==> src/rtl/gnn_aggr_layer.sv <==
// One GNN layer: for each node, sum neighbour features selected by the adjacency row,
// then project through a weight matrix; one node result is emitted per output handshake.
module gnn_aggr_layer #(
  parameter int N_NODES = 4,
  parameter int F_IN    = 4,
  parameter int F_OUT   = 2,
  parameter int IN_W    = 5,
  parameter int W_W     = 5,
  parameter int ACC_W   = 21,
  parameter int RELU    = 0
) (
  input  logic                          clk,
  input  logic                          rst,
  input  logic                          in_valid,
  output logic                          in_ready,
  input  logic [N_NODES*F_IN*IN_W-1:0]  x_flat,
  input  logic [N_NODES*N_NODES-1:0]    adj,
  input  logic [F_IN*F_OUT*W_W-1:0]     w_flat,
  output logic                          out_valid,
  input  logic                          out_ready,
  output logic [$clog2(N_NODES)-1:0]    out_node,
  output logic [F_OUT*ACC_W-1:0]        out_data,
  output logic                          busy,
  output logic [1:0]                    dbg_state
);
  localparam int AG_W    = IN_W + $clog2(N_NODES);
  localparam int P_W     = AG_W + W_W;
  localparam int NODE_W  = $clog2(N_NODES);
  localparam int CNT_MAX = (N_NODES > F_IN) ? N_NODES : F_IN;
  localparam int CNT_W   = $clog2(CNT_MAX);

  generate
    if (ACC_W < IN_W + $clog2(N_NODES) + W_W + $clog2(F_IN)) begin : g_acc_w_check
      $error("gnn_aggr_layer: ACC_W too narrow for the worst-case accumulation");
    end
  endgenerate

  // Handshakes: a transfer happens on a rising edge where valid && ready; valid never
  // depends on ready, and a presented result holds stable until it is taken.
  typedef enum logic [1:0] {S_IDLE, S_AGGR, S_MAC, S_EMIT} state_t;

  state_t                          state_q, state_d;
  logic [NODE_W-1:0]               i_q, i_d;
  logic [CNT_W-1:0]                cnt_q, cnt_d;
  logic [N_NODES*F_IN*IN_W-1:0]    x_q, x_d;
  logic [N_NODES*N_NODES-1:0]      adj_q, adj_d;
  logic [F_IN*F_OUT*W_W-1:0]       w_q, w_d;
  logic signed [AG_W-1:0]          aggr_q [F_IN];
  logic signed [AG_W-1:0]          aggr_d [F_IN];
  logic signed [ACC_W-1:0]         acc_q [F_OUT];
  logic signed [ACC_W-1:0]         acc_d [F_OUT];

  logic                            adj_bit;
  logic signed [IN_W-1:0]          x_sel [F_IN];
  logic signed [AG_W-1:0]          agg_sel;
  logic signed [W_W-1:0]           w_sel [F_OUT];
  logic signed [P_W-1:0]           prod [F_OUT];

  always_comb begin
    state_d = state_q;
    i_d     = i_q;
    cnt_d   = cnt_q;
    x_d     = x_q;
    adj_d   = adj_q;
    w_d     = w_q;
    aggr_d  = aggr_q;
    acc_d   = acc_q;
    adj_bit = 1'b0;
    agg_sel = '0;
    for (int k = 0; k < F_IN; k++) x_sel[k] = '0;
    for (int o = 0; o < F_OUT; o++) begin
      w_sel[o] = '0;
      prod[o]  = '0;
    end

    // The shared counter walks neighbours j in AGGR and features k in MAC.
    for (int n = 0; n < N_NODES; n++)
      for (int j = 0; j < N_NODES; j++)
        if (i_q == NODE_W'(n) && cnt_q == CNT_W'(j)) adj_bit = adj_q[n*N_NODES+j];
    for (int k = 0; k < F_IN; k++)
      for (int j = 0; j < N_NODES; j++)
        if (cnt_q == CNT_W'(j)) x_sel[k] = x_q[(j*F_IN+k)*IN_W +: IN_W];
    for (int k = 0; k < F_IN; k++)
      if (cnt_q == CNT_W'(k)) begin
        agg_sel = aggr_q[k];
        for (int o = 0; o < F_OUT; o++) w_sel[o] = w_q[(k*F_OUT+o)*W_W +: W_W];
      end

    case (state_q)
      S_IDLE: begin
        if (in_valid) begin
          x_d     = x_flat;
          adj_d   = adj;
          w_d     = w_flat;
          i_d     = '0;
          cnt_d   = '0;
          for (int k = 0; k < F_IN; k++) aggr_d[k] = '0;
          state_d = S_AGGR;
        end
      end
      S_AGGR: begin
        if (adj_bit)
          for (int k = 0; k < F_IN; k++) aggr_d[k] = aggr_q[k] + AG_W'(x_sel[k]);
        if (cnt_q == CNT_W'(N_NODES-1)) begin
          cnt_d   = '0;
          for (int o = 0; o < F_OUT; o++) acc_d[o] = '0;
          state_d = S_MAC;
        end else begin
          cnt_d = cnt_q + CNT_W'(1);
        end
      end
      S_MAC: begin
        for (int o = 0; o < F_OUT; o++) begin
          prod[o]  = P_W'(agg_sel) * P_W'(w_sel[o]);
          acc_d[o] = acc_q[o] + ACC_W'(prod[o]);
        end
        if (cnt_q == CNT_W'(F_IN-1)) begin
          cnt_d   = '0;
          state_d = S_EMIT;
        end else begin
          cnt_d = cnt_q + CNT_W'(1);
        end
      end
      S_EMIT: begin
        if (out_ready) begin
          if (i_q == NODE_W'(N_NODES-1)) begin
            state_d = S_IDLE;
          end else begin
            i_d     = i_q + NODE_W'(1);
            cnt_d   = '0;
            for (int k = 0; k < F_IN; k++) aggr_d[k] = '0;
            state_d = S_AGGR;
          end
        end
      end
      default: state_d = S_IDLE;
    endcase
  end

  always_ff @(posedge clk) begin
    if (rst) begin
      state_q <= S_IDLE;
      i_q     <= '0;
      cnt_q   <= '0;
      x_q     <= '0;
      adj_q   <= '0;
      w_q     <= '0;
      for (int k = 0; k < F_IN; k++) aggr_q[k] <= '0;
      for (int o = 0; o < F_OUT; o++) acc_q[o] <= '0;
    end else begin
      state_q <= state_d;
      i_q     <= i_d;
      cnt_q   <= cnt_d;
      x_q     <= x_d;
      adj_q   <= adj_d;
      w_q     <= w_d;
      aggr_q  <= aggr_d;
      acc_q   <= acc_d;
    end
  end

  // acc is frozen during EMIT, so the result stays stable while stalled.
  always_comb begin
    out_data = '0;
    for (int o = 0; o < F_OUT; o++)
      if (state_q == S_EMIT && !((RELU != 0) && acc_q[o][ACC_W-1]))
        out_data[o*ACC_W +: ACC_W] = acc_q[o];
  end

  assign out_valid = (state_q == S_EMIT);
  assign out_node  = i_q;
  assign busy      = (state_q != S_IDLE);
  assign in_ready  = (state_q == S_IDLE) && !rst;
  assign dbg_state = state_q;
endmodule

==> config.mk <==
export PLATFORM = sky130hd
export DESIGN_NAME = gnn_aggr_layer
export DESIGN_NICKNAME = d
export VERILOG_FILES = /design/src/rtl/gnn_aggr_layer.sv
export SDC_FILE = /design/constraint.sdc
export NUM_CORES = 1
export LEC_CHECK = 0
export BUFFER_PORTS_ARGS = -buffer_cell sky130_fd_sc_hd__buf_2
export CORE_MARGIN = 8
export CORE_UTILIZATION = 45
export CTS_BUF_LIST = sky130_fd_sc_hd__clkbuf_8
export DETAILED_ROUTE_END_ITERATION = 8
export PLACE_DENSITY = 0.71
export SLEW_MARGIN = 20
export SYNTH_ARGS = -nofsm -noshare
export SYNTH_HDL_FRONTEND = slang
export SYNTH_SLANG_ARGS = --single-unit
==> constraint.sdc <==
create_clock -name clk -period 6.9 [get_ports clk]
set_input_delay 0.69 -clock clk [delete_from_list [all_inputs] [get_ports clk]]
set_output_delay 0.69 -clock clk [all_outputs]
set_load 0.005 [all_outputs]
==> impl_metrics.csv, run 1 <==
group,metric,value,unit
cts,cts-resized-gates,0,
grt,grt_max_degree,104,
synthesis,syn_nets,2314,
synthesis,syn_inst,1927,
detailed_routing,routed-via-count,13800,
synthesis,synth_most_common_cell,"nand2_1",
grt,grt_util_all_layers,21.4,%
grt,grt_pass1_wl,71.2,mm
synthesis,synth_edf_count,0,
synthesis,synth_top_area_share,27.5,%
synthesis,synth_common_cells,"390 x nand2_1, 267 x a21oi_1, 212 x dfxtp_1",
critical_path,end_kind,"flip-flop",
critical_path,path_max_fanout,17,
power,power_frac_comb,43.1,%
timing,relSlewSlack,28.8,%
synthesis,synth_area_leader_cell,"dfxtp_1",
grt,antenna_found_initial,0,
grt,grt_pass1_vias,13900,
detailed_routing,initialDrtViolationCount,974,
outcome,status,"completed",
floorplan,io_pins,189,
floorplan,initial_core_util,45.2,%
power,vdd.ir_drop.worst,0.283,mV
detailed_routing,detail_route.drc_violations,0,
cts,root_buffer,"clkbuf_8",
power,clock_power_share,25.3,%
critical_path,worstPathRequired,7.37,ns
synthesis,synthDistinctLibCells,63,
placement,hpwl,33.7,mm
floorplan,core,34200,µm²
detailed_routing,routedWlPerCell,17.5,µm
detailed_routing,ant_nets,0,
timing,drv_slew,0,
synthesis,synth-async-reset-ratio,0,%
timing,holdWs,0.362,ns
timing,fmax,157,MHz
synthesis,ys_seq_area_share,27.5,%
detailed_routing,vias_per_cell,5.38,
timing,worstMarginPinSlew,1.07,ns
cells_and_area,syn_to_final_growth,14.2,%
synthesis,ys.flop_type,"dfxtp_1",
detailed_routing,wirelength,44.8,mm
cells_and_area,drive_above_1_share,14.0,%
power,power_leakage,8.40,nW
power,p_seq_share,31.6,%
cts,clk_latency,0.56,ns
detailed_routing,dr.pass1.iters,5,
power,switching_share,41.7,%
critical_path,start_kind,"flip-flop",
timing,setup_tns,0,ns
synthesis,yosysWarnings,0,
critical_path,crit_slowest_cell,"fa_1",
cts,cts_tree,"yes",
grt,grt.overflow.total,0,
cells_and_area,nNetsFinal,2472,
cts,cts_buffers,40,
power,power_switching,2.04,mW
critical_path,path_cells,"inv_1, ha_4, inv_1, o311a_1, a211oi_1, a21oi_1, or2_2, fa_1, fa_1, inv_1, fa_1, inv_1, fa_1, inv_1, ha_1, a211oi_1, o21ai_0, a41oi_1, a21oi_1, a311oi_1, mux2_2, o21ai_0",
power,p_int,2.85,mW
placement,port_buffers,188,
timing,clock_skew,0.0295,ns
cts,cts_setup_buffers,0,
floorplan,die_width,201,µm
placement,dp.cells,2498,
power,finalPower,4.88,mW
timing,fin_crit_sh,92.1,%
timing,setup_viol,0,
critical_path,crit_top_cell,"inv_1",
cells_and_area,final_cells,2564,
synthesis,syn_area_per_cell,8.02,µm²
cells_and_area,n_antenna_cell,0,
cts,clk_path_buf_depth,3,
timing,final.min_clock_period,6.36,ns
hold_path,min_path_type,"primary input to flip-flop",
floorplan,rows,68,
cts,h-tree-depth,2,
timing,rsz0062_at_grt,"false",
critical_path,path_buf_inv,5,
placement,gp_congestion,0.882,
synthesis,yosys_register_bits,212,
flow_run,drv_cap,0,
cts,clkTransAtPathRegs,0.06,ns
cts,cts.sinks,212,
critical_path,cp_top_family,"adder cells",
cells_and_area,fillers,3323,
synthesis,syn_area,15500,µm²
cts,cts_hold_buf,0,
synthesis,synth.top_cells.by_area,"dfxtp_1 27%, fa_1 16%, ha_1 10%",
timing,hold_violations,0,
critical_path,worst-setup-path-type,"flip-flop to flip-flop",
floorplan,die_h,201,µm
floorplan,dieArea,40500,µm²
critical_path,slowest_delay,0.54,ns
power,cellPowerDensity,277,nW/µm²
critical_path,cp.arrival,6.82,ns
path summary, 6_finish.rpt:
kind	endpoint	cells past startpoint	slack, ns	startpoint
setup / recovery	acc_q[39]	22	0.54	cnt_q[0]
hold / removal	x_q[66]	3	0.36	x_flat[66]
setup reg to reg	acc_q[39]	22	0.54	cnt_q[0]
hold reg to reg	acc_q[19]	2	0.45	acc_q[19]
tightest hold or removal path, cell delays in order:
cell and delay, ns:
buf_2 0.09, nand2_1 0.05, a21oi_1 0.05
power by group through the flow:
stage | clock network, mW | logic, mW | registers [mW]
floorplan | 0 | 1.53 | 1.51
global placement | 0 | 2.03 | 1.56
detailed placement | 0 | 2.07 | 1.56
CTS | 1.26 | 2.09 | 1.54
global route | 1.32 | 2.35 | 1.56
finish | 1.24 | 2.10 | 1.54
layer usage:
metal / part of all wire [%] / up-vias / global-route usage [%]
met4: 2.6 / 0 / 6.78
met5: 0 / - / 0
met3: 6.0 / 72 / 3.73
met2: 47 / 388 / 35.1
met1: 45 / 6610 / 28.4
li1: - / 6725 / -
flip-flops by register name, indices dropped and copies added (netlist names):
name	flops
out_node	2
cnt_q	2
aggr_q	28
w_q	40
dbg_state	2
x_q	80
adj_q	16
acc_q	42
area by class of cell:
class / instances / area (µm²) / share of cell area (%)
multi-input cells: 1483 / 10400 / 58.8
flip-flops and latches: 212 / 4240 / 24.0
repair buffers: 221 / 1190 / 6.77
clock buffers: 49 / 674 / 3.82
well taps: 455 / 569 / 3.23
inverters: 127 / 477 / 2.70
clock inverters: 17 / 109 / 0.617
through the flow:
| stage | instance area [µm²] | utilization [%] | worst slack (ns) |
|---|---|---|---|
| final | 17600 | 51.6 | 0.544 |
| after global routing | 17600 | 51.6 | 0.0622 |
| after CTS | 17600 | 51.5 | 0.267 |
| after detailed placement | 16800 | 49.2 | 0.349 |
| after global placement | 16800 | 49.2 | 0.535 |
| after floorplan | 15500 | - | 0.435 |
layout by cell type, fill, tap and decap left out, types with 4 or more instances in the layout:
| master | n |
|---|---|
| a211oi_1 | 9 |
| a21o_1 | 29 |
| a21oi_1 | 266 |
| a22oi_1 | 28 |
| a31oi_1 | 8 |
| a32oi_1 | 4 |
| and2_1 | 27 |
| buf_2 | 187 |
| buf_4 | 33 |
| clkbuf_8 | 49 |
| dfxtp_1 | 212 |
| fa_1 | 124 |
| ha_1 | 119 |
| inv_1 | 136 |
| mux2i_1 | 18 |
| nand2_1 | 389 |
| nand2b_1 | 15 |
| nand3_1 | 11 |
| nand3b_1 | 18 |
| nor2_1 | 192 |
| nor2b_1 | 14 |
| nor3_1 | 13 |
| nor3b_1 | 6 |
| o211a_1 | 5 |
| o211ai_1 | 8 |
| o21a_1 | 10 |
| o21ai_0 | 47 |
| o2bb2ai_1 | 5 |
| o31a_1 | 4 |
| o31ai_1 | 5 |
| or2_2 | 5 |
| or3_1 | 11 |
| or4_1 | 4 |
| xnor2_1 | 28 |
| xor2_1 | 10 |
kinds of logic after synthesis:
| family | after synthesis | synth area share [%] |
|---|---|---|
| simple gates | 713 | 19.5 |
| compound gates | 464 | 17.8 |
| fa+ha+maj | 247 | 26.0 |
| buf+inv | 232 | 5.68 |
| flops | 212 | 27.5 |
| xor+xnor | 38 | 2.15 |
| mux | 21 | 1.38 |
Note: power is estimated with default switching activity, not from simulation.
==> run 2: changes to the inputs <==
==> constraint.sdc (replaced) <==
create_clock -name clk -period 5.4 [get_ports clk]
set_input_delay 0.54 -clock clk [delete_from_list [all_inputs] [get_ports clk]]
set_output_delay 0.54 -clock clk [all_outputs]
set_load 0.005 [all_outputs]
==> run 2 against run 1 <==
  * The flow now finishes with violations (negative setup slack)
  * Sequential share of layout area down 1.6 points
  * Hold slack worse by 0.18 ns
  * Combinational power up 45%
  * Clock skew rose by 0.020 ns
  * Clock power is 31% higher
  * Register-to-register slack got worse by 0.81 ns
  * Final cell count is 3.6% higher
  * Critical path depth unchanged
  * Non-clock buffer count up 90
  * Via count is 3.3% higher
  * Critical path type unchanged
==> impl_metrics.csv, run 2 (synthesized netlist as in run 1, its figures left out) <==
group,metric,value,unit
outcome,status,"finished, violations left",
outcome,violations,"negative setup slack",
cells_and_area,largestRegisters,"x_q: 80 flops, acc_q: 42 flops, w_q: 40 flops",
timing,hold_violations,0,
critical_path,slowest_delay,0.55,ns
floorplan,die_h,201,µm
floorplan,core,34200,µm²
cts,cts.sinks,212,
cells_and_area,nNetsFinal,2562,
critical_path,cp_top_family,"adder cells",
timing,final.min_clock_period,5.67,ns
grt,grt_util_all_layers,22.1,%
cts,clk_path_buf_depth,3,
cells_and_area,seq_area,4250,µm²
cells_and_area,final_cell_mix,"387 x nand2_1, 249 x a21oi_1, 210 x dfxtp_1, 189 x nor2_1, 187 x buf_2",
timing,fmax,176,MHz
placement,hpwl,34.1,mm
critical_path,reg2reg_depth,22,
timing,setup_viol,12,
power,cellPowerDensity,352,nW/µm²
grt,grt_max_degree,110,
floorplan,io_pins,189,
cts,cts_buffers,40,
timing,clock_skew,0.0492,ns
critical_path,crit_slowest_cell,"fa_2",
critical_path,worst-path-stages,22,
cells_and_area,largest_reg_flops,80,
hold_path,hold_depth,3,
cells_and_area,final_core_util,55.2,%
timing,drv_slew,0,
grt,antenna_found_initial,0,
critical_path,start_kind,"flip-flop",
flow_run,drv_cap,0,
placement,port_buffers,188,
timing,worst_slack,-0.267,ns
cts,h-tree-depth,2,
detailed_routing,ant_nets,0,
cells_and_area,drive_above_1_share,20.9,%
floorplan,rows,68,
timing,worstMarginPinSlew,1.02,ns
floorplan,dieArea,40500,µm²
critical_path,path_buf_inv,5,
grt,grt.overflow.total,0,
timing,relSlewSlack,32.3,%
floorplan,die_width,201,µm
cts,cts_tree,"yes",
timing,holdWs,0.178,ns
cells_and_area,n_antenna_cell,0,
cells_and_area,fillers,3153,
cells_and_area,final_common_cell,"nand2_1",
critical_path,cp.arrival,6.11,ns
critical_path,end_kind,"flip-flop",
cts,cts_hold_buf,0,
critical_path,path_cells,"inv_4, ha_4, inv_2, o311a_1, a211oi_2, a21oi_2, or2_4, fa_1, fa_1, inv_1, fa_1, inv_2, fa_2, inv_2, ha_4, a211oi_4, o21bai_1, o211ai_1, a31oi_1, o221a_2, or3_1, a32o_1",
detailed_routing,vias_per_cell,5.36,
timing,rsz0062_at_grt,"true",
cts,root_buffer,"clkbuf_8",
detailed_routing,dr.pass1.iters,6,
detailed_routing,initialDrtViolationCount,964,
power,power_leakage,8.90,nW
placement,dp_slack,-0.216,ns
detailed_routing,wirelength,45.5,mm
timing,setup_tns,-1.86,ns
critical_path,worst-setup-path-type,"flip-flop to flip-flop",
grt,grt_pass1_wl,74.4,mm
cells_and_area,largest_register,"x_q",
grt,grt_pass1_vias,14400,
power,vdd.ir_drop.worst,0.257,mV
hold_path,min_path_type,"primary input to flip-flop",
cts,clk_latency,0.60,ns
cells_and_area,multiInputGateArea,10800,µm²
cts,clkTransAtPathRegs,0.06,ns
detailed_routing,routedWlPerCell,17.1,µm
detailed_routing,routed-via-count,14200,
critical_path,path_max_fanout,4,
detailed_routing,detail_route.drc_violations,0,
cells_and_area,syn_to_final_growth,22.3,%
critical_path,worstPathRequired,5.84,ns
timing,fin_crit_sh,105,%
floorplan,initial_core_util,45.2,%
placement,gp_congestion,0.906,
## run 2: changes by cell type in the layout (fill, tap and decap cells not counted), sizes merged
cell / before / now
clkinvlp: 0 / 4
buf: 221 / 311
clkinv: 4 / 3
## run 2: worst paths after layout
kind	from	end	slack (ns)
setup / recovery	cnt_q[0]	acc_q[41]	-0.27
hold / removal	x_flat[75]	x_q[75]	0.18
setup reg to reg	cnt_q[0]	acc_q[41]	-0.27
hold reg to reg	acc_q[19]	acc_q[19]	0.45
## run 2: what timing repair did
item,CTS,global route
gates resized for setup,26,26
pin swaps,23,30
setup buffers,8,4
setup endpoints to repair,15,23
## run 2: metrics by stage
step           power, mW  cells  area, µm²
2_1_floorplan       4.03   1927      15800
3_3_place_gp        4.85   2575      17800
3_5_place_dp        4.92   2575      17800
4_1_cts             6.62   2652      18700
5_1_grt             7.12   2657      18900
6_report            6.65   2657      18900
## run 2: where the power goes
group / switching, mW / internal, mW / total [mW]
logic: 1.83 / 1.22 / 3.05
registers: 0.173 / 1.80 / 1.97
clock network: 0.745 / 0.881 / 1.63
total: 2.75 / 3.90 / 6.65
## run 2: worst register-to-register path: cells and delay by family (launching register included)
kind            cells  cell delay, ns
buf+inv             5            0.27
fa+ha+maj           6            2.43
simple gates        2            0.56
flops               1            0.36
compound gates      9            1.90
## run 2: per-layer routing
metal  up-vias  wire length (µm)  global-route usage, %
met1      6880             20900                   29.7
met4         0              1070                   6.73
met3        81              2500                   3.62
met2       387             21000                   35.9
met5         -                 0                      0
li1       6901                 -                      -
## run 2: final cells by class
type | instances | area share (%)
clock inverter | 20 | 0.762
inverter | 127 | 2.59
clock buffer | 49 | 3.57
sequential | 212 | 22.5
multi-input combinational | 1483 | 57.2
timing repair buffer | 311 | 10.4
tap | 455 | 3.01
==> run 3: changes to the inputs <==
--- a/config.mk
+++ b/config.mk
@@ -11,6 +11,7 @@
 export CTS_BUF_LIST = sky130_fd_sc_hd__clkbuf_8
 export DETAILED_ROUTE_END_ITERATION = 8
 export PLACE_DENSITY = 0.71
+export RECOVER_POWER = 25
 export SLEW_MARGIN = 20
 export SYNTH_ARGS = -nofsm -noshare
 export SYNTH_HDL_FRONTEND = slang
==> run 3 against run 2 <==
  * The run ends with max-capacitance violations, max-slew violations, negative setup slack left
  * Sequential cell count unchanged
  * Clock power about the same
  * Non-clock buffer count unchanged
  * Wire length about the same
  * Core utilization about the same
  * Combinational power about the same
  * Critical path depth unchanged
  * Via count down 0.15%
  * Total power about the same
  * Final cell count unchanged
  * Sequential power about the same
  * Hold slack about the same
==> impl_metrics.csv, run 3 (synthesized netlist as in run 1, its figures left out) <==
group,metric,value,unit
timing,final.min_clock_period,5.66,ns
hold_path,hold_path_end,"x_q[75]",
detailed_routing,ant_nets,0,
timing,drv_slew,134,
cells_and_area,fillers,3159,
detailed_routing,routed-via-count,14200,
grt,grt.overflow.total,0,
detailed_routing,initialDrtViolationCount,933,
grt,grt_util_all_layers,22.1,%
cts,cts_tree,"yes",
cells_and_area,drive_above_1_share,20.6,%
timing,relSlewSlack,-112,%
timing,setup_tns,-1.92,ns
detailed_routing,vias_per_cell,5.35,
floorplan,initial_core_util,45.2,%
power,clock_power_share,24.4,%
power,power_leakage,8.87,nW
cts,clk_path_buf_depth,3,
detailed_routing,routedWlPerCell,17.1,µm
cells_and_area,largest_register,"x_q",
power,cellPowerDensity,352,nW/µm²
detailed_routing,wirelength,45.5,mm
power,p_int,3.90,mW
cts,cts.sinks,212,
timing,hold_violations,0,
critical_path,end_kind,"flip-flop",
critical_path,path_cells,"inv_4, ha_4, inv_2, o311a_1, a211oi_2, a21oi_2, or2_4, fa_1, fa_1, inv_1, fa_1, inv_2, fa_2, inv_2, ha_4, a211oi_4, o21bai_1, o211ai_1, a31oi_1, o221a_2, or3_1, a32o_1",
placement,gp_congestion,0.906,
power,finalPower,6.65,mW
placement,hpwl,34.1,mm
critical_path,reg2reg_slack,-0.26,ns
floorplan,dieArea,40500,µm²
placement,dp.cells,2575,
flow_run,drv_cap,2,
outcome,status,"finished, violations left",
power,power_frac_comb,45.9,%
cells_and_area,n_antenna_cell,0,
timing,fin_crit_sh,105,%
floorplan,rows,68,
cells_and_area,final_cells,2657,
critical_path,cp.arrival,6.11,ns
cts,clk_latency,0.60,ns
critical_path,crit_slowest_cell,"fa_2",
cells_and_area,syn_to_final_growth,22.2,%
critical_path,slowest_delay,0.55,ns
cells_and_area,final_common_cell,"nand2_1",
detailed_routing,dr.pass1.iters,5,
floorplan,core,34200,µm²
grt,grt_max_degree,110,
power,switching_share,41.3,%
power,p_seq_share,29.7,%
outcome,violations,"max-capacitance violations, max-slew violations, negative setup slack",
hold_path,hold_start,"x_flat[75]",
critical_path,worst-setup-path-type,"flip-flop to flip-flop",
cts,root_buffer,"clkbuf_8",
floorplan,die_h,201,µm
timing,setup_viol,12,
placement,port_buffers,188,
cells_and_area,largestRegisters,"x_q: 80 flops, acc_q: 42 flops, w_q: 40 flops",
cells_and_area,final_cell_mix,"388 x nand2_1, 249 x a21oi_1, 210 x dfxtp_1, 189 x nor2_1, 183 x buf_2",
critical_path,path_max_fanout,4,
hold_path,hold_depth,3,
detailed_routing,detail_route.drc_violations,0,
floorplan,die_width,201,µm
cells_and_area,nNetsFinal,2562,
critical_path,r2r-start,"cnt_q[0]",
hold_path,min_path_type,"primary input to flip-flop",
timing,worstMarginPinSlew,3.18,ns
timing,clock_skew,0.0504,ns
timing,worst_slack,-0.264,ns
timing,rsz0062_at_grt,"true",
grt,antenna_found_initial,0,
timing,fmax,177,MHz
critical_path,worstPathRequired,5.84,ns
cts,h-tree-depth,2,
cts,clkTransAtPathRegs,0.06,ns
grt,grt_pass1_vias,14400,
grt,grt_pass1_wl,74.4,mm
critical_path,start_kind,"flip-flop",
critical_path,r2r_end,"acc_q[41]",
power,vdd.ir_drop.worst,0.261,mV
floorplan,io_pins,189,
cts,cts_buffers,40,
critical_path,reg2reg_depth,22,
power,power_switching,2.75,mW
cells_and_area,largest_reg_flops,80,
[run 3: cell types whose count changed in the layout (fill, tap and decap cells not counted), sizes merged]
| cell | delta |
|---|---|
| buf | -5 |
| clkbuf | +5 |
[run 3: cell type report]
cell class              count  area (µm²)  area share (%)
flip-flops and latches    212        4250            22.5
well taps                 455         569            3.02
repair buffers            311        1960            10.4
clock buffers              49         674            3.57
clock inverters            20         144           0.762
inverters                 127         489            2.59
multi-input cells        1483       10800            57.2
[run 3: power groups by stage]
stage | logic (mW) | registers (mW) | clock network, mW
finish | 3.05 | 1.97 | 1.62
global route | 3.40 | 2.00 | 1.73
CTS | 3.00 | 1.97 | 1.65
detailed placement | 2.92 | 2.00 | 0
global placement | 2.85 | 1.99 | 0
floorplan | 2.09 | 1.94 | 0
[run 3: per-layer routing]
layer  track usage (%)  wire length [µm]  vias to the layer above
met2              35.9             20900                      432
met4              6.73              1130                        0
met1              29.7             20700                     6810
met3              3.62              2720                       85
li1                  -                 -                     6901
met5                 0                 0                        -
[run 3: critical path, delay by kind of cell (launching register included)]
kind | cells | cell delay, ns
fa+ha+maj | 6 | 2.44
compound gates | 9 | 1.89
simple gates | 2 | 0.56
flops | 1 | 0.36
buf+inv | 5 | 0.27
[run 3: through the flow]
| step | setup slack, ns | area, µm² | util [%] | hold WS (ns) |
|---|---|---|---|---|
| detailed placement | -0.216 | 17800 | 51.9 | 0.447 |
| floorplan | -0.152 | 15800 | - | 0.428 |
| global route | -0.493 | 18900 | 55.2 | 0.183 |
| finish | -0.264 | 18900 | 55.2 | 0.178 |
| CTS | -0.261 | 18700 | 54.7 | 0.152 |
| global placement | -0.150 | 17800 | 51.9 | 0.438 |
[run 3: how the worst max path moves through the flow]
stage	from	end	slack, ns
6_report	cnt_q[0]	acc_q[41]	-0.26
5_1_grt	cnt_q[0]	acc_q[41]	-0.49
4_1_cts	cnt_q[1]	acc_q[41]	-0.26
3_5_place_dp	cnt_q[0]	acc_q[41]	-0.22
3_3_place_gp	cnt_q[1]	acc_q[41]	-0.15
2_1_floorplan	cnt_q[0]	acc_q[20]	-0.15
[run 3: repair_timing]
action / in CTS / in global routing
hold buffers: 0 / 0
gates resized for setup: 26 / 26
pin swaps: 23 / 30
setup buffers: 8 / 4
setup endpoints to repair: 15 / 23
